## src/rtl/mdr_mult_seq_ctrl_if.sv

```systemverilog
// Handshake and shift-register control bundle for the MDR shift-and-add multiplier controller.
// The controller takes the slave modport; the surrounding datapath or bench takes master.
interface mdr_mult_seq_ctrl_if #(
    parameter int DW = 16
);
    logic            i_start;
    logic [2*DW-1:0] i_shl_val;
    logic            i_shr_lsb;
    logic            i_shr_zero;
    logic            o_shl_init;
    logic            o_shl_enable;
    logic            o_shr_init;
    logic            o_shr_enable;
    logic            o_ready;
    logic            o_done;
    logic [2*DW-1:0] o_product;

    modport slave (
        input  i_start, i_shl_val, i_shr_lsb, i_shr_zero,
        output o_shl_init, o_shl_enable, o_shr_init, o_shr_enable,
        output o_ready, o_done, o_product
    );

    modport master (
        output i_start, i_shl_val, i_shr_lsb, i_shr_zero,
        input  o_shl_init, o_shl_enable, o_shr_init, o_shr_enable,
        input  o_ready, o_done, o_product
    );
endinterface

```

## src/rtl/mdr_mult_seq_ctrl.sv

```systemverilog
// Sequencer for the MDR shift-and-add unsigned multiplier: IDLE -> LOAD -> RUN (DW steps) -> DONE.
// Optional MDR_MULT_EARLY_EXIT_EN ends RUN as soon as the multiplier register has shifted to zero.
module mdr_mult_seq_ctrl #(
    parameter int DW = 16
) (
    input  logic               clk,
    input  logic               rst,
    mdr_mult_seq_ctrl_if.slave bus
);
    localparam int PW = 2 * DW;
    localparam int CW = $clog2(DW);
    localparam logic [CW-1:0] CNT_LAST = CW'(DW - 1);

    typedef enum logic [1:0] {
        ST_IDLE = 2'd0,
        ST_LOAD = 2'd1,
        ST_RUN  = 2'd2,
        ST_DONE = 2'd3
    } state_t;

    state_t          state_q, state_d;
    logic [PW-1:0]   acc_q, acc_d;
    logic [PW-1:0]   product_q, product_d;
    logic [CW-1:0]   cnt_q, cnt_d;

    always_ff @(posedge clk or negedge rst) begin
        if (!rst) begin
            state_q   <= ST_IDLE;
            acc_q     <= '0;
            product_q <= '0;
            cnt_q     <= '0;
        end else begin
            state_q   <= state_d;
            acc_q     <= acc_d;
            product_q <= product_d;
            cnt_q     <= cnt_d;
        end
    end

    always_comb begin
        state_d   = state_q;
        acc_d     = acc_q;
        product_d = product_q;
        cnt_d     = cnt_q;
        case (state_q)
            ST_IDLE: begin
                if (bus.i_start) begin
                    state_d = ST_LOAD;
                end
            end
            ST_LOAD: begin
                acc_d   = '0;
                cnt_d   = '0;
                state_d = ST_RUN;
            end
            ST_RUN: begin
`ifdef MDR_MULT_EARLY_EXIT_EN
                if (bus.i_shr_zero) begin
                    state_d   = ST_DONE;
                    product_d = acc_q;
                end else
`endif
                begin
                    // Operands seen here are the pre-shift register values for this step.
                    if (bus.i_shr_lsb) begin
                        acc_d = acc_q + bus.i_shl_val;
                    end
                    if (cnt_q == CNT_LAST) begin
                        state_d   = ST_DONE;
                        product_d = acc_d;
                    end else begin
                        cnt_d = cnt_q + 1'b1;
                    end
                end
            end
            ST_DONE: begin
                state_d = ST_IDLE;
            end
            default: begin
                state_d = ST_IDLE;
            end
        endcase
    end

`ifndef MDR_MULT_EARLY_EXIT_EN
    logic unused_shr_zero;
    assign unused_shr_zero = bus.i_shr_zero;
`endif

    // Moore outputs: decoded only from the registered state.
    assign bus.o_ready      = (state_q == ST_IDLE);
    assign bus.o_shl_init   = (state_q == ST_LOAD);
    assign bus.o_shr_init   = (state_q == ST_LOAD);
    assign bus.o_shl_enable = (state_q == ST_RUN);
    assign bus.o_shr_enable = (state_q == ST_RUN);
    assign bus.o_done       = (state_q == ST_DONE);
    assign bus.o_product    = product_q;
endmodule

```

## src/flat_wrapper.sv

```systemverilog
// flat-port wrapper written by rule: the top's interface ports become plain ports
module mdr_mult_seq_ctrl_flat 
#(
    parameter int DW = 16
)
  (clk, rst, bus_i_start, bus_i_shl_val, bus_i_shr_lsb, bus_i_shr_zero, bus_o_shl_init, bus_o_shl_enable, bus_o_shr_init, bus_o_shr_enable, bus_o_ready, bus_o_done, bus_o_product);
  mdr_mult_seq_ctrl_if #(.DW(DW)) bus_i ();
  input  logic clk;
  input  logic rst;
  input wire logic [$bits(bus_i.i_start)-1:0] bus_i_start;
  input wire logic [$bits(bus_i.i_shl_val)-1:0] bus_i_shl_val;
  input wire logic [$bits(bus_i.i_shr_lsb)-1:0] bus_i_shr_lsb;
  input wire logic [$bits(bus_i.i_shr_zero)-1:0] bus_i_shr_zero;
  output wire logic [$bits(bus_i.o_shl_init)-1:0] bus_o_shl_init;
  output wire logic [$bits(bus_i.o_shl_enable)-1:0] bus_o_shl_enable;
  output wire logic [$bits(bus_i.o_shr_init)-1:0] bus_o_shr_init;
  output wire logic [$bits(bus_i.o_shr_enable)-1:0] bus_o_shr_enable;
  output wire logic [$bits(bus_i.o_ready)-1:0] bus_o_ready;
  output wire logic [$bits(bus_i.o_done)-1:0] bus_o_done;
  output wire logic [$bits(bus_i.o_product)-1:0] bus_o_product;
  assign bus_i.i_start = bus_i_start;
  assign bus_i.i_shl_val = bus_i_shl_val;
  assign bus_i.i_shr_lsb = bus_i_shr_lsb;
  assign bus_i.i_shr_zero = bus_i_shr_zero;
  assign bus_o_shl_init = bus_i.o_shl_init;
  assign bus_o_shl_enable = bus_i.o_shl_enable;
  assign bus_o_shr_init = bus_i.o_shr_init;
  assign bus_o_shr_enable = bus_i.o_shr_enable;
  assign bus_o_ready = bus_i.o_ready;
  assign bus_o_done = bus_i.o_done;
  assign bus_o_product = bus_i.o_product;
  mdr_mult_seq_ctrl #(.DW(DW)) u_core (.clk(clk), .rst(rst), .bus(bus_i));
endmodule
```

## config.mk

```make
export PLATFORM = sky130hd
export DESIGN_NAME = mdr_mult_seq_ctrl_flat
export DESIGN_NICKNAME = d
export VERILOG_FILES = /design/src/rtl/mdr_mult_seq_ctrl_if.sv /design/src/rtl/mdr_mult_seq_ctrl.sv /design/src/flat_wrapper.sv
export SDC_FILE = /design/constraint.sdc
export NUM_CORES = 1
export LEC_CHECK = 0
export CORE_UTILIZATION = 40
export CTS_BUF_LIST = sky130_fd_sc_hd__clkbuf_16
export CTS_CLUSTER_SIZE = 24
export DETAILED_ROUTE_END_ITERATION = 12
export GPL_ROUTABILITY_DRIVEN = 0
export SYNTH_ARGS = -nofsm -noshare
export SYNTH_HDL_FRONTEND = slang
export SYNTH_SLANG_ARGS = --single-unit
```

## constraint.sdc

```tcl
create_clock -name clk -period 3.4 [get_ports clk]
set_input_delay 0.68 -clock clk [delete_from_list [all_inputs] [get_ports clk]]
set_output_delay 0.68 -clock clk [all_outputs]
set_load 0.01 [all_outputs]
```

==> out/qor.tcl <==
set qor(path_class) {in2reg}
set qor(max_clock_freq_mhz) 309
set qor(cts-buffers-inserted) 9
set qor(first_pass_grt_wire_length_microns) 22100
set qor(synth_top_cells_by_count) {77 x a21oi_1, 70 x dfrtp_1, 65 x nand2_1, 48 x nor2_1, 36 x ha_1}
set qor(synth.distinct_cells) 67
set qor(synth-seq-cells) 70
set qor(synth_area_sq_um) 4800
set qor(synthesis.instances) 567
set qor(fill_cell_instance_count_of_the_final_layout) 1042
set qor(floorplan_die_area_sq_um) 12400
set qor(floorplan.io_pins) 75
set qor(buffers_from_clock_root_to_sink_at_most) 2
set qor(post-place-ws_ns) -0.264
set qor(wl_per_instance_microns) 15.6
set qor(layout_setup_ws_ns) 0.164
set qor(worst_ir_drop_vdd_mv) 0.323
set qor(die-height_microns) 111
set qor(overflow) 0
set qor(yosys_warning_total) 0
set qor(synth_area_per_cell_sq_um) 8.46
set qor(cts_tree) {built}
set qor(yosys.area.top_type_share_pct) 36.5
set qor(setup-violations-final) 0
set qor(max_cap_violations) 0
set qor(gr-usage-all-layers_pct) 22.4
set qor(power_per_cell_area_nw_per_um2) 757
set qor(worst_hold_path_type) {in2async}
set qor(synthArstFlopShare_pct) 100
set qor(register_area_share_after_synthesis_pct) 36.5
set qor(critical_path.n_buffers_inverters) 1
set qor(cp_data_required_time_ns) 3.63
set qor(rsz0062_at_grt) {true}
set qor(syn-num-nets) 641
set qor(period_needed_ns) 3.24
set qor(drt_drc_violations_left) 3
set qor(htreeDepth) 3
set qor(finalNetCount) 761
set qor(synth.area.top_cells) {dfrtp_1 37%, ha_1 9.4%, a21oi_1 8.0%, nand2_1 5.1%, nor2_1 3.8%}
set qor(worst_skew_pair.late_latency_ns) 0.35
set qor(numPlacedInstances) 817
set qor(numPortBuffers) 73
set qor(route.final.wire_length_microns) 13000
set qor(hold_violations) 0
set qor(standard_cell_row_count) 39
set qor(finish.cell_count_without_fillers) 835
set qor(cell_family_contributing_the_most_delay_on_the_critical_path) {compound AO/OA/AOI/OAI gates}
set qor(p_leak_nw) 2.99
set qor(post_route_fraction_of_the_period_consumed_by_the_critical_path_pct) 95.2
set qor(setup_tns_ns) 0
set qor(critical_path.endpoint_type) {flip-flop}
set qor(drt-pass1-iter-count) 8
set qor(flow.area_growth_from_synthesis_pct) 34.0
set qor(num_antenna_cells) 0
set qor(final_max_slew_viol_count) 0
set qor(first_global_vias) 4476
set qor(crit_chain) {clkdlybuf4s50_1, ha_1, a21oi_1, a2111oi_4, nor4b_2, nor4_2, nor3_2, o41ai_4, mux2_4, a221o_1}
set qor(via_count) 4538
set qor(die_x_microns) 111
set qor(synth_edf_count) 0
set qor(worstMarginPinSlew_ns) 0.921
set qor(detail_route.vias_per_cell) 5.43
set qor(slew_headroom_pct) 38.6
set qor(cts_root_buf) {clkbuf_16}
set qor(cp-start-kind) {input port}
set qor(floorplan.initialDensity_pct) 41.5
set qor(synth_top_cell_by_area) {dfrtp_1}
set qor(clk_skew_ns) 0.00757
set qor(failed_checks) {DRC}
set qor(share_of_final_layout_standard_cells_stronger_than_drive_strength_1_pct) 14.7
set qor(design.core.area_sq_um) 11600
set qor(initialDrtViolationCount) 142
set qor(critical-path-slowest-cell) {a2111oi_4}
set qor(outcome) {finished, violations left}
set qor(synth_top_flop_cell) {dfrtp_1}
set qor(post_detail_place_hpwl_microns) 9510
set qor(antenna_left) 0
set qor(grt_max_degree) 71
set qor(antenna_found_initial) 0
set qor(timing.critical_path.arrival_ns) 3.47
set qor(clkSlewWorstSetupHoldPaths_ns) 0.06
set qor(critical-path-max-stage-delay_ns) 0.45
set qor(most_common_cell_in_the_netlist) {a21oi_1}
set qor(critical_path_peak_fanout) 3
set qor(holdBufCountCts) 0
set qor(cts_num_sinks) 70
-- per-layer routing --
layer	part of all wire, %	vias up	wire (microns)	track usage [%]
met5	0	-	0	0
met4	2.0	0	265	9.37
met3	3.8	19	498	3.38
met2	47	91	6120	36.5
met1	47	2151	6140	29.6
li1	-	2277	-	-
-- power by group --
group	total [mW]	internal (mW)	switching, mW	leakage (nW)
Clock	1.07	0.707	0.360	0.173
Sequential	1.12	0.997	0.123	0.803
Combinational	2.67	1.18	1.50	2.02
Total	4.86	2.88	1.98	2.99
-- state kept, by name, summed over array words and instances (netlist names) --
name,count
u_core.cnt_q,4
u_core.state_q,2
u_core.bus.o_product,32
u_core.acc_q,32
-- through the flow --
step	utilization [%]	cell area [sq um]	total power, mW	hold WS [ns]
floorplan	-	4800	2.83	0.384
global placement	52.3	6050	3.68	0.451
detailed placement	52.3	6050	3.75	0.464
CTS	55.2	6380	4.84	0.477
global route	55.6	6430	5.22	0.497
finish	55.6	6430	4.86	0.467
-- placed cells by master, fill, tap and decap left out, drive strengths merged, types with 6 or more instances in the layout --
cell / count
buf: 66
clkdlybuf4s50: 71
inv: 35
clkbuf: 9
dfrtp: 70
and2: 7
o21a: 6
nor2: 48
xnor2: 20
ha: 36
nand3: 13
a21o: 8
a21oi: 77
nor3: 7
nand2: 65
o21ai: 47
o2bb2ai: 9
o22ai: 17
-- layout make-up --
cell class	instances	area, sq um	share of cell area, %
Timing Repair Buffer	137	1200	18.7
Inverter	32	120	1.87
Multi-Input combinational cell	437	2840	44.2
Tap cell	143	179	2.78
Sequential cell	70	1750	27.3
Clock inverter	7	106	1.65
Clock buffer	9	225	3.50
-- timing repair --
action,in CTS,in global routing
gates resized for setup,0,8
setup endpoints to repair,0,7
buffers inserted,0,2
-- worst paths after layout --
check	end	from	cells after the start	slack, ns
setup / recovery	u_core.acc_q[31]	bus_i_shl_val[2]	10	0.16
hold / removal	u_core.bus.o_product[10]	rst	1	0.47
setup reg to reg	u_core.acc_q[31]	u_core.acc_q[2]	9	0.50
hold reg to reg	u_core.bus.o_product[24]	u_core.bus.o_product[24]	2	0.48
max in group asynchronous	u_core.bus.o_product[30]	rst	1	2.33
min in group clk	u_core.bus.o_product[24]	u_core.bus.o_product[24]	2	0.48
-- kinds of logic after synthesis --
group / Yosys count / synth area share [%]
AOI/OAI and AO/OA: 205 / 27.2
and+or+nand+nor: 164 / 15.7
DFF: 70 / 36.5
buffers and inverters: 60 / 4.93
adders and majority gates: 37 / 9.81
xor gates and xnor gates: 25 / 4.57
muxes: 6 / 1.36
No activity file was read; power rests on OpenSTA's default activity.
